==> src/rtl/gpio_pkg.sv <==
// Shared definitions for the memory-mapped GPIO input port: register
// offsets within the 16-byte window and the event counter width.
package gpio_pkg;

  // Word offset (addr[3:2]) of each register in the window
  typedef enum logic [1:0] {
    GPIO_STATE = 2'd0,
    GPIO_RISE  = 2'd1,
    GPIO_COUNT = 2'd2,
    GPIO_MASK  = 2'd3
  } gpio_off_e;

  localparam int COUNT_W = 16;

endpackage

==> src/rtl/debounce_bit.sv <==
// One input pin: two-flop synchroniser followed by a stability counter.
// The accepted level (stb) only follows the synchronised pin once it has
// differed from stb for DB_CYCLES consecutive clocks. The next-state of stb
// is exported so the parent can detect edges on the update edge itself.
module debounce_bit #(
  parameter int DB_CYCLES = 16
) (
  input  logic clk,
  input  logic reset,
  input  logic i_pin,
  output logic o_stb,
  output logic o_stb_next
);

  localparam int CW = (DB_CYCLES > 1) ? $clog2(DB_CYCLES) : 1;
  localparam logic [CW-1:0] LAST = CW'(DB_CYCLES - 1);

  logic          r_s1, r_s2, r_stb;
  logic [CW-1:0] r_cnt;
  logic [CW-1:0] w_cnt_next;
  logic          w_stb_next;

  // Count clocks of disagreement; accept the new level on the last one
  always_comb begin
    w_stb_next = r_stb;
    w_cnt_next = r_cnt;
    if (r_s2 == r_stb) begin
      w_cnt_next = '0;
    end else if (r_cnt == LAST) begin
      w_stb_next = r_s2;
      w_cnt_next = '0;
    end else begin
      w_cnt_next = r_cnt + 1'b1;
    end
  end

  // Synchroniser and debounce state
  always_ff @(posedge clk or negedge reset) begin
    if (!reset) begin
      r_s1  <= 1'b0;
      r_s2  <= 1'b0;
      r_stb <= 1'b0;
      r_cnt <= '0;
    end else begin
      r_s1  <= i_pin;
      r_s2  <= r_s1;
      r_stb <= w_stb_next;
      r_cnt <= w_cnt_next;
    end
  end

  assign o_stb      = r_stb;
  assign o_stb_next = w_stb_next;

endmodule

==> src/rtl/gpio_input_port.sv <==
// Memory-mapped board-input peripheral on the core data bus. Debounced pin
// levels, sticky rising-edge flags (W1C), a 16-bit event counter, an
// interrupt mask and a registered masked interrupt. Reads are combinational
// and return 0 outside the window so the bus can simply OR sources.
module gpio_input_port
  import gpio_pkg::*;
#(
  parameter int          WIDTH     = 8,
  parameter int          DB_CYCLES = 16,
  parameter logic [31:0] BASE      = 32'hFFFF_FF00
) (
  input  logic             clk,
  input  logic             reset,
  input  logic [WIDTH-1:0] pins_in,
  input  logic [31:0]      addr,
  input  logic             mem_write,
  input  logic [31:0]      write_data,
  output logic [31:0]      read_data,
  output logic             irq
);

  logic [WIDTH-1:0]   w_stb, w_stb_next, w_rise_ev;
  logic [WIDTH-1:0]   r_rise, r_mask;
  logic [COUNT_W-1:0] r_count;
  logic               r_irq;

  logic [WIDTH-1:0]   w_rise_next, w_mask_next, w_clr;
  logic [COUNT_W-1:0] w_count_next;
  logic               w_sel, w_wr;
  gpio_off_e          w_off;
  logic               w_unused;

  // Per-pin synchroniser + debounce
  for (genvar gi = 0; gi < WIDTH; gi++) begin : g_pin
    debounce_bit #(.DB_CYCLES(DB_CYCLES)) u_db (
      .clk       (clk),
      .reset     (reset),
      .i_pin     (pins_in[gi]),
      .o_stb     (w_stb[gi]),
      .o_stb_next(w_stb_next[gi])
    );
  end

  assign w_sel     = (addr[31:4] == BASE[31:4]);
  assign w_off     = gpio_off_e'(addr[3:2]);
  assign w_wr      = w_sel && mem_write;
  assign w_rise_ev = w_stb_next & ~w_stb;
  // Byte lane bits and data bits above WIDTH carry no meaning here
  assign w_unused  = ^{addr[1:0], write_data};

  // Next register values: set beats clear on RISE, event beats clear on COUNT
  always_comb begin
    w_clr        = '0;
    w_mask_next  = r_mask;
    w_count_next = r_count;
    if (w_wr && (w_off == GPIO_RISE))  w_clr = write_data[WIDTH-1:0];
    if (w_wr && (w_off == GPIO_MASK))  w_mask_next = write_data[WIDTH-1:0];
    if (w_wr && (w_off == GPIO_COUNT)) w_count_next = '0;
    w_count_next = w_count_next + COUNT_W'(|w_rise_ev);
    w_rise_next  = (r_rise & ~w_clr) | w_rise_ev;
  end

  // Register file and interrupt line
  always_ff @(posedge clk or negedge reset) begin
    if (!reset) begin
      r_rise  <= '0;
      r_mask  <= '0;
      r_count <= '0;
      r_irq   <= 1'b0;
    end else begin
      r_rise  <= w_rise_next;
      r_mask  <= w_mask_next;
      r_count <= w_count_next;
      r_irq   <= |(w_rise_next & w_mask_next);
    end
  end

  // Zero-wait-state read mux, silent when the window is not addressed
  always_comb begin
    read_data = '0;
    if (w_sel) begin
      case (w_off)
        GPIO_STATE: read_data = 32'(w_stb);
        GPIO_RISE:  read_data = 32'(r_rise);
        GPIO_COUNT: read_data = 32'(r_count);
        GPIO_MASK:  read_data = 32'(r_mask);
        default:    read_data = '0;
      endcase
    end
  end

  assign irq = r_irq;

endmodule

==> config.mk <==
export PLATFORM = sky130hd
export DESIGN_NAME = gpio_input_port
export DESIGN_NICKNAME = d
export VERILOG_FILES = /design/src/rtl/gpio_pkg.sv /design/src/rtl/debounce_bit.sv /design/src/rtl/gpio_input_port.sv
export SDC_FILE = /design/constraint.sdc
export NUM_CORES = 1
export LEC_CHECK = 0
export ABC_AREA = 1
export BUFFER_PORTS_ARGS = -buffer_cell sky130_fd_sc_hd__buf_2
export CAP_MARGIN = 20
export CORE_UTILIZATION = 55
export CTS_CLUSTER_SIZE = 28
export DETAILED_ROUTE_END_ITERATION = 12
export PLACE_DENSITY = 0.93
export SETUP_SLACK_MARGIN = 0.5
export SLEW_MARGIN = 20
export SYNTH_ARGS = -nofsm -noshare
export SYNTH_HDL_FRONTEND = slang
export SYNTH_SLANG_ARGS = --single-unit
==> constraint.sdc <==
create_clock -name clk -period 6.5 [get_ports clk]
set_clock_uncertainty 0.2 [all_clocks]
set_input_delay 1.3 -clock clk [delete_from_list [all_inputs] [get_ports clk]]
set_output_delay 1.3 -clock clk [all_outputs]
set_load 0.05 [all_outputs]
==> reports/metrics.csv <==
metric;value;unit
timing.critical_path.slowest_cell_delay;0.43;ns
finalMaxSlewViolations;0;
gp_routability_congestion;0.868;
edff_count_synth;0;
detailroute.via_count;3933;
max_slew.worst_pin.slew;0.778;ns
grt_max_degree;90;
synth_cell_type_count;34;
overflow;0;
synth.avg_cell_area;8.29;um^2
worst_skew_pair.late_latency;0.36;ns
count_of_buffers_inserted_at_the_top_level_ports;65;
root_buffer;sky130_fd_sc_hd__clkbuf_8;
grt_first_pass_wirelength;16000;um
critPathLaunchType;input pin;
critical-path-slowest-cell;sky130_fd_sc_hd__a311oi_1;
drv.max_cap_violation_count;0;
final.min_clock_period;4.66;ns
io_pins;108;
die_area;8640;um^2
final.period_utilization;0.716;
timing.critical_path.to_type;primary output;
global_route.usage.met3;0.0361;
post_synthesis_share_of_cell_area_spent_on_full_adders_half_adders_and_majority_gates;0.0275;
synth-xor-area-share;0.0366;
initial_core_utilization;0.580;
count_of_buffers_added_by_post_cts_timing_repair_for_setup;0;
clock_tree.buffer_depth;2;
outcome;complete, no violations;
grt_use_total;0.240;
drcViolationCount;0;
wl_per_cell;13.3;um
vdd_drop_max;0.000145;V
switchingPower;268;uW
path_clk_slew;0.08;ns
post_cts_resize_count;0;
post-route-worst-setup-slack;1.84;ns
headroom_to_the_max_slew_limit;0.482;
drt_wl_total;9660;um
crit_chain;buf_2 -> nor2_1 -> nand2_1 -> nor2_1 -> nand2_1 -> nor2_4 -> inv_1 -> a311oi_1 -> buf_2;
synth.area.mux_share;0;
grt_pass1_vias;3788;
setup_total_negative_slack;0;ns
clock_tree.htree_level_count;3;
critPathMaxFanout;16;
share_of_flip_flops_with_an_asynchronous_set_or_reset_after_synthesis;1.00;
cellLeakagePower;2.56;nW
cellPowerDensity;200;nW/um^2
synth_sequential_area_ratio;0.490;
use_met2;0.412;
cts_hold_buffers;0;
synth_compound_area_frac;0.0586;
share_of_total_power_consumed_by_net_switching;0.265;
remaining_antenna_violation_count_after_routing;0;
ys_warn_count;0;
arrival_time_at_the_worst_endpoint;3.16;ns
critical-path-top-delay-family;buffers and inverters;
netlist.area_leader.share;0.490;
nets;702;
mappedNetlistArea;4550;um^2
synth_ff_type;sky130_fd_sc_hd__dfrtp_1;
die_span_y;93.0;um
p_seq_frac;0.575;
worstSetupPathType;in2out;
syn_to_final_growth;11.4;%
final_common_cell;sky130_fd_sc_hd__nand2_1;
antenna_violations_before_repair;0;
diodes;0;
power.clock.fraction;0.335;
cts_tree;yes;
drt-vias-per-instance;5.43;
post-synth-top-area-cell;sky130_fd_sc_hd__dfrtp_1;
grt.met1_usage;0.285;
layout.cells.most_common_list;149 x sky130_fd_sc_hd__nand2_1, 89 x sky130_fd_sc_hd__dfrtp_1, 81 x sky130_fd_sc_hd__nor2_1;
clkSinkCount;89;
largest_family_of_logic_cells_by_synthesized_area;simple AND/OR/NAND/NOR gates;
worstPathRequired;5.00;ns
first_iter_violations;276;
achievable-frequency;0.215;GHz
grt_setup_unrepaired;false;
timing_hold_violations_final;0;
ys_seq_elements;89;
top_usage_layer;met2;
hpwl_after_dpl;7170;um
synthesis.instances;549;
post_synth_main_area_contributors;sky130_fd_sc_hd__dfrtp_1 49%, sky130_fd_sc_hd__nand2_1 12%, sky130_fd_sc_hd__nor2_1 6.7%;
internal_power;744;uW
holdCritPathClass;reg2reg;
critical_path_buf_inv_count;3;
cts-buffers-inserted;9;
setup-violations-final;0;
post_synth_and_or_nand_nor_area_fraction;0.311;
floorplan.die.width;93.0;um
area_of_the_core_region;7850;um^2
drt_pass1_iterations;5;
pre_cts_ws;1.91;ns
final_core_utilization;0.646;
power_frac_comb;0.091;
rows;32;
post_route_cells_drive_above_1_share;0.166;
## worst register-to-register path, stage by stage, from the launching register on
cell	delay (ns)
sky130_fd_sc_hd__dfrtp_1	0.41
sky130_fd_sc_hd__ha_1	0.22
sky130_fd_sc_hd__nand2_1	0.13
sky130_fd_sc_hd__nor2_1	0.06
sky130_fd_sc_hd__nand2_1	0.07
sky130_fd_sc_hd__nor2_1	0.06
sky130_fd_sc_hd__nor4_1	0.39
sky130_fd_sc_hd__nand4_1	0.14
sky130_fd_sc_hd__ha_1	0.25
sky130_fd_sc_hd__ha_1	0.21
sky130_fd_sc_hd__nand4_1	0.17
sky130_fd_sc_hd__nor2_1	0.14
sky130_fd_sc_hd__nand2_1	0.10
sky130_fd_sc_hd__xor2_1	0.14
## sequential cells by signal, indices dropped and copies added (netlist names)
name / flops
g_pin.u_db.o_stb: 8
g_pin.u_db.r_cnt: 32
irq: 1
r_mask: 8
r_count: 16
g_pin.u_db.r_s2: 8
g_pin.u_db.r_s1: 8
r_rise: 8
## synthesized netlist by cell type (6+ instances only)
cell / n
sky130_fd_sc_hd__o21ai_0: 28
sky130_fd_sc_hd__and2_1: 8
sky130_fd_sc_hd__buf_4: 17
sky130_fd_sc_hd__nor2_1: 81
sky130_fd_sc_hd__nand2_1: 149
sky130_fd_sc_hd__inv_1: 44
sky130_fd_sc_hd__nand3_1: 25
sky130_fd_sc_hd__a311oi_1: 6
sky130_fd_sc_hd__nand4_1: 25
sky130_fd_sc_hd__xor2_1: 15
sky130_fd_sc_hd__nor2_2: 6
sky130_fd_sc_hd__ha_1: 10
sky130_fd_sc_hd__a21oi_1: 7
sky130_fd_sc_hd__dfrtp_1: 89
## cell type report
type	instances	area, um^2
repair buffers	65	332
inverters	47	176
clock inverters	5	31.3
clock buffers	11	141
well taps	102	128
fillers	671	2780
flip-flops and latches	89	2230
multi-input cells	405	2030
## worst paths after layout
check	startpoint	to	slack, ns	cells after the start
max in group asynchronous	reset	r_mask[2]	4.79	1
hold reg to reg	g_pin[2].u_db.r_s1	g_pin[2].u_db.r_s2	0.15	0
setup / recovery	addr[7]	read_data[2]	1.84	9
hold / removal	g_pin[2].u_db.r_s1	g_pin[2].u_db.r_s2	0.15	0
setup reg to reg	g_pin[3].u_db.r_cnt[0]	r_count[10]	3.75	13
min in group asynchronous	reset	g_pin[3].u_db.r_s1	0.79	1
## cell families after synthesis
| group | count (synthesis) |
|---|---|
| AO/OA/AOI/OAI | 46 |
| other | 1 |
| flip-flops | 89 |
| AND/OR/NAND/NOR | 314 |
| XOR/XNOR | 19 |
| buffers and inverters | 70 |
| adder cells (fa/ha/maj) | 10 |
## power groups by stage
| stage | Clock [mW] | Combinational [mW] | Sequential [mW] |
|---|---|---|---|
| 2_1_floorplan | 0 | 0.0621 | 0.590 |
| 3_3_place_gp | 0 | 0.0869 | 0.591 |
| 3_5_place_dp | 0 | 0.0917 | 0.593 |
| 4_1_cts | 0.347 | 0.0922 | 0.582 |
| 5_1_grt | 0.369 | 0.103 | 0.584 |
| 6_report | 0.339 | 0.0919 | 0.582 |
## stage by stage
step	power, mW	cells	cell area (um^2)	hold WS, ns
detailed placement	0.685	708	4890	0.136
global route	1.06	724	5070	0.166
global placement	0.678	708	4890	0.132
CTS	1.02	724	5070	0.155
floorplan	0.652	564	4610	0.131
finish	1.01	724	5070	0.152
## routing by layer
layer | wire length (um) | vias to the layer above
li1 | - | 1875
met1 | 3760 | 1858
met2 | 4960 | 174
met3 | 673 | 26
met4 | 259 | 0
met5 | 0 | -
(Power assumes the default switching activity.)
